File: src/rtl/mem_port_arbiter.sv
// Shares one main-memory port between I-cache and D-cache line bursts with round-robin arbitration.
// Latency: request seen in IDLE -> first beat on the memory port the next cycle; one IDLE cycle between bursts.
// Backpressure: mem_ready low holds the beat (valid, address and write data stable); the loser waits for the whole burst.
module mem_port_arbiter #(
  parameter int LINE_ADDR_LEN = 3,
  parameter int CNT_W         = 32
) (
  input  logic                     clk,
  input  logic                     rst_n,
  input  logic                     i_req,
  input  logic                     d_req,
  input  logic                     i_we,
  input  logic                     d_we,
  input  logic [31:0]              i_addr,
  input  logic [31:0]              d_addr,
  input  logic [31:0]              i_wdata,
  input  logic [31:0]              d_wdata,
  output logic [LINE_ADDR_LEN-1:0] i_beat,
  output logic [LINE_ADDR_LEN-1:0] d_beat,
  output logic                     i_rvalid,
  output logic                     d_rvalid,
  output logic [31:0]              i_rdata,
  output logic [31:0]              d_rdata,
  output logic                     i_done,
  output logic                     d_done,
  output logic                     mem_valid,
  output logic                     mem_we,
  output logic [31:0]              mem_addr,
  output logic [31:0]              mem_wdata,
  input  logic                     mem_ready,
  input  logic [31:0]              mem_rdata,
  output logic [CNT_W-1:0]         i_bursts,
  output logic [CNT_W-1:0]         d_bursts
);

  localparam int LB_W = 30 - LINE_ADDR_LEN;
  localparam logic [LINE_ADDR_LEN-1:0] BEAT_LAST = '1;

  typedef enum logic [1:0] {IDLE, BURST_I, BURST_D} state_e;

  state_e                   state_q, state_d;
  logic                     last_d_q, last_d_d;   // 1 = D held the most recent grant
  logic [LB_W-1:0]          line_q, line_d;
  logic                     we_q, we_d;
  logic [LINE_ADDR_LEN-1:0] beat_q, beat_d;
  logic [CNT_W-1:0]         i_cnt_q, i_cnt_d;
  logic [CNT_W-1:0]         d_cnt_q, d_cnt_d;
  logic                     gnt_d;

  // Word-offset and byte bits of the request address are replaced by the beat counter.
  logic unused_addr_bits;
  assign unused_addr_bits = ^{i_addr[LINE_ADDR_LEN+1:0], d_addr[LINE_ADDR_LEN+1:0]};

  assign i_bursts = i_cnt_q;
  assign d_bursts = d_cnt_q;

  // State and burst bookkeeping registers; reset aborts any burst in flight.
  always_ff @(posedge clk or negedge rst_n) begin
    if (!rst_n) begin
      state_q  <= IDLE;
      last_d_q <= 1'b0;
      line_q   <= '0;
      we_q     <= 1'b0;
      beat_q   <= '0;
      i_cnt_q  <= '0;
      d_cnt_q  <= '0;
    end else begin
      state_q  <= state_d;
      last_d_q <= last_d_d;
      line_q   <= line_d;
      we_q     <= we_d;
      beat_q   <= beat_d;
      i_cnt_q  <= i_cnt_d;
      d_cnt_q  <= d_cnt_d;
    end
  end

  // Arbitration, beat sequencing and routing of the memory port to the granted cache.
  always_comb begin
    state_d   = state_q;
    last_d_d  = last_d_q;
    line_d    = line_q;
    we_d      = we_q;
    beat_d    = beat_q;
    i_cnt_d   = i_cnt_q;
    d_cnt_d   = d_cnt_q;
    i_beat    = '0;
    d_beat    = '0;
    i_rvalid  = 1'b0;
    d_rvalid  = 1'b0;
    i_rdata   = '0;
    d_rdata   = '0;
    i_done    = 1'b0;
    d_done    = 1'b0;
    mem_valid = 1'b0;
    mem_we    = 1'b0;
    mem_addr  = '0;
    mem_wdata = '0;
    gnt_d     = (state_q == BURST_D);

    case (state_q)
      IDLE: begin
        // On a tie the requester that did not win last time gets the port.
        if (d_req && (!i_req || !last_d_q)) begin
          state_d  = BURST_D;
          line_d   = d_addr[31:LINE_ADDR_LEN+2];
          we_d     = d_we;
          beat_d   = '0;
          last_d_d = 1'b1;
        end else if (i_req) begin
          state_d  = BURST_I;
          line_d   = i_addr[31:LINE_ADDR_LEN+2];
          we_d     = i_we;
          beat_d   = '0;
          last_d_d = 1'b0;
        end
      end
      BURST_I, BURST_D: begin
        mem_valid = 1'b1;
        mem_we    = we_q;
        mem_addr  = {line_q, beat_q, 2'b00};
        mem_wdata = gnt_d ? d_wdata : i_wdata;
        if (gnt_d) begin
          d_beat = beat_q;
          if (!we_q) begin
            d_rvalid = mem_ready;
            d_rdata  = mem_rdata;
          end
        end else begin
          i_beat = beat_q;
          if (!we_q) begin
            i_rvalid = mem_ready;
            i_rdata  = mem_rdata;
          end
        end
        // Request lines are not consulted here: a started burst always runs to completion.
        if (mem_ready) begin
          if (beat_q == BEAT_LAST) begin
            beat_d  = '0;
            state_d = IDLE;
            if (gnt_d) begin
              d_done  = 1'b1;
              d_cnt_d = d_cnt_q + 1'b1;
            end else begin
              i_done  = 1'b1;
              i_cnt_d = i_cnt_q + 1'b1;
            end
          end else begin
            beat_d = beat_q + 1'b1;
          end
        end
      end
      default: state_d = IDLE;
    endcase
  end

endmodule
File: config.mk
export PLATFORM = sky130hd
export DESIGN_NAME = mem_port_arbiter
export DESIGN_NICKNAME = d
export VERILOG_FILES = /design/src/rtl/mem_port_arbiter.sv
export SDC_FILE = /design/constraint.sdc
export NUM_CORES = 1
export LEC_CHECK = 0
export CORE_AREA = 2 2 144 146
export DETAILED_ROUTE_END_ITERATION = 10
export DIE_AREA = 0 0 146 148
export PLACE_DENSITY = 0.67
export SYNTH_ARGS = -nofsm -noshare
export SYNTH_HDL_FRONTEND = slang
export SYNTH_SLANG_ARGS = --single-unit
File: constraint.sdc
create_clock -name clk -period 4.3 [get_ports clk]
set_clock_uncertainty 0.1 [all_clocks]
set_input_delay 0.86 -clock clk [delete_from_list [all_inputs] [get_ports clk]]
set_output_delay 0.86 -clock clk [all_outputs]
set_load 0.01 [all_outputs]
==> reports/qor.yml, run 1 <==
io_pins: 371
antenna_left: 0
crit_start: "state_q[1]"
grt_max_degree: 71
grt_pass1_wl_um: 32600
viasPerCell: 4.543
postCtsSetupBuffers: 0
ys_ff_latch: 98
rrSetupSlack_ns: 1.32
ys_warn_count: 0
power_leakage_nw: 4.045
io_buffers: 358
placeableCoreArea_sq_mm: 0.02004
crit_end: "d_rdata[7]"
die_y_um: 148
numCtsBuffers: 9
worstSetupPathType: "reg -> out"
cts_sinks: 98
place_hpwl_um: 16640
total_power_w: 0.004552
max_freq_mhz: 269.5
cp-start-kind: "register"
p_int_w: 0.002829
grt_pass1_vias: 5653
avgRoutedWirePerCell_um: 16.67
grt_usage_pct: 19.26
timing.rr.start: "state_q[1]"
clkTransAtPathRegs_ns: 0.07
finalCritPeriodShare_pct: 86.30
finalSetupViolCount: 0
swShare_pct: 37.85
p_sw_w: 0.001723
worstMarginPinSlew_ns: 0.8903
r2r_cells: 7
min_period_ns: 3.711
combPwrFrac_pct: 56.3
cp_max_fo: 70
synthCells: 637
cts_htree_levels: 3
clock_path_buffers: 2
run_status: "complete, no violations"
area_growth_pct: 70.20
hold-worst-slack_ns: 0.3714
synth_area_sq_mm: 0.005891
slew_violations: 0
fin_setup_tns_ns: 0
rsz0062_at_grt: "false"
ff_latch_area_sq_mm: 0.002452
cts_resized: 0
dieArea_sq_mm: 0.02161
ys_seq_area_share_pct: 41.63
hold_path_class: "reg -> reg"
cts_tree: "done"
relSlewSlack_pct: 40.65
vdd_ir_drop_max_v: 0.0002374
dr.pass1.iters: 4
final_layout_size_suffix_gt1_share_pct: 4.162
n_fill_cell: 1937
diodes: 0
avgSynthCellArea_sq_um: 9.247
place_area_sq_mm: 0.009741
dieWidth_um: 146
antenna_found_initial: 0
dr_total_vias: 5702
rows: 52
drt_wl_total_um: 20920
cp-end-kind: "output pin"
drv_cap: 0
multi_input_area_sq_mm: 0.003268
drc: 0
grt-ovfl-total: 0
critPathRequiredTime_ns: 3.34
arrival_ns: 2.75
final_nets: 1155
clk_latency_ns: 0.35
r2r-end: "d_bursts[26]"
p_clk_share_pct: 17.2
final_cell_area_sq_mm: 0.01003
finalHoldViolCount: 0
drtIter0Drc: 188
gp_congestion: 0.8200
start_util_pct: 29.40
cts_root_buf: "clkbuf_16"
powerDensity_mw_per_mm2: 454.0
seq_power_share_pct: 26.4
cts_hold_buffers: 0
synth.distinct_cells: 37
flip-flops by register name, summed over array words and instances (netlist names):
signal / count
we_q: 1
line_q: 27
last_d_q: 1
beat_q: 3
i_bursts: 32
state_q: 2
d_bursts: 32
worst max-delay path, cell delays in order (launching register included):
cell and delay, ns:
dfrtp_1 0.36, inv_1 0.08, ha_2 0.33, buf_4 0.52, nand2_1 0.11, buf_4 0.26
nor2_1 0.16, clkdlybuf4s50_1 0.56
metal layers:
metal / vias to the layer above / global-route usage (%) / wire, um
li1: 2798 / - / -
met1: 2684 / 23.47 / 8647
met2: 206 / 34.27 / 10690
met3: 14 / 4.753 / 1347
met4: 0 / 4.757 / 228
met5: - / 0 / 0
synth_stat cells (all sizes together):
| library cell | count | share of area [%] |
|---|---|---|
| a21boi | 1 | 0.13 |
| o21ai | 30 | 2.5 |
| inv | 9 | 0.57 |
| a31oi | 1 | 0.11 |
| mux2 | 2 | 0.38 |
| nor2 | 81 | 5.2 |
| clkbuf | 24 | 1.5 |
| nor2b | 35 | 3.7 |
| mux2i | 62 | 11 |
| xor2 | 8 | 1.2 |
| nor4 | 8 | 2.0 |
| nand4 | 28 | 3.3 |
| ha | 8 | 1.7 |
| conb | 1 | 0.064 |
| and3 | 9 | 0.96 |
| dfrtp | 98 | 42 |
| a32o | 1 | 0.17 |
| nand2b | 33 | 3.5 |
| nand2 | 53 | 3.4 |
| a21oi | 2 | 0.17 |
| and2 | 38 | 4.0 |
| a22o | 1 | 0.15 |
| or2b | 2 | 0.25 |
| and4 | 3 | 0.45 |
| nand3 | 29 | 2.5 |
| xnor2 | 54 | 8.0 |
| nor3 | 3 | 0.34 |
| buf | 12 | 1.3 |
| and4bb | 1 | 0.21 |
power groups by stage:
stage	sequential [W]	combinational, W	clock (W)
3_3_place_gp	0.00122	0.00259	0
6_report	0.00120	0.00256	0.000784
3_5_place_dp	0.00123	0.00260	0
2_1_floorplan	0.00116	0.00127	0
4_1_cts	0.00121	0.00261	0.000809
5_1_grt	0.00123	0.00278	0.000847
layout make-up:
class	instances	share of cell area (%)
multi-input cells	495	32.60
clock inverters	7	0.5990
clock buffers	9	2.246
well taps	270	3.370
repair buffers	367	36.39
flip-flops and latches	98	24.46
inverters	9	0.3370
cell usage in the layout, fill, tap and decap left out, drive strengths merged:
cell,n
and4,3
clkinvlp,2
mux2,2
a32o,1
nand4,28
and2,38
conb,2
buf,10
nand2b,33
or2b,2
and4bb,1
nor4,8
nand2,53
nor2b,35
and3,9
clkinv,2
ha,8
nor3,3
a21oi,2
nand3,29
clkbuf,9
o21ai,30
clkdlybuf4s50,357
xor2,8
inv,12
a22o,1
xnor2,54
a31oi,1
dfrtp,98
a21boi,1
mux2i,62
nor2,81
stage by stage:
stage	worst slack [ns]	cells	utilization, %
after detailed placement	0.7900	1239	48.61
after global placement	0.8100	1239	48.61
final	0.5892	1255	50.03
after global routing	0.3240	1255	50.03
after CTS	0.5190	1255	50.03
after floorplan	1.680	638	-
logic make-up (layout without fill, tap and decap cells):
family                     Yosys count  in the layout  synth area share [%]
muxes                               64             64                 10.92
xor gates and xnor gates            62             62                 9.218
other                                1              2               0.06366
buffers and inverters               45            392                 3.420
and+or+nand+nor                    323            323                 29.78
adders and majority gates            8              8                 1.699
DFF                                 98             98                 41.63
AOI/OAI and AO/OA                   36             36                 3.271
worst min path at each step:
stage,from,endpoint,slack (ns),depth (start not counted)
after global placement,line_q[21],line_q[21],0.35,2
after floorplan,line_q[0],line_q[0],0.34,2
after global routing,i_bursts[31],i_bursts[31],0.40,1
after CTS,line_q[2],line_q[2],0.38,2
final,line_q[21],line_q[21],0.37,2
after detailed placement,line_q[21],line_q[21],0.36,2
Power figures use the tool's default switching activity.
==> run 2, diff against run 1 <==
--- a/config.mk
+++ b/config.mk
@@ -5,6 +5,7 @@
 export SDC_FILE = /design/constraint.sdc
 export NUM_CORES = 1
 export LEC_CHECK = 0
+export CAP_MARGIN = 20
 export CORE_AREA = 2 2 144 146
 export DETAILED_ROUTE_END_ITERATION = 10
 export DIE_AREA = 0 0 146 148
==> results of run 2 <==
No change in the layout: final DEF, timing and power equal those of run 1.
==> run 3, diff against run 2 <==
--- a/config.mk
+++ b/config.mk
@@ -10,6 +10,8 @@
 export DETAILED_ROUTE_END_ITERATION = 10
 export DIE_AREA = 0 0 146 148
 export PLACE_DENSITY = 0.67
+export SETUP_SLACK_MARGIN = 0.02
+export SLEW_MARGIN = 0
 export SYNTH_ARGS = -nofsm -noshare
 export SYNTH_HDL_FRONTEND = slang
 export SYNTH_SLANG_ARGS = --single-unit
==> results of run 3 <==
No change in the layout: final DEF, timing and power equal those of run 1.
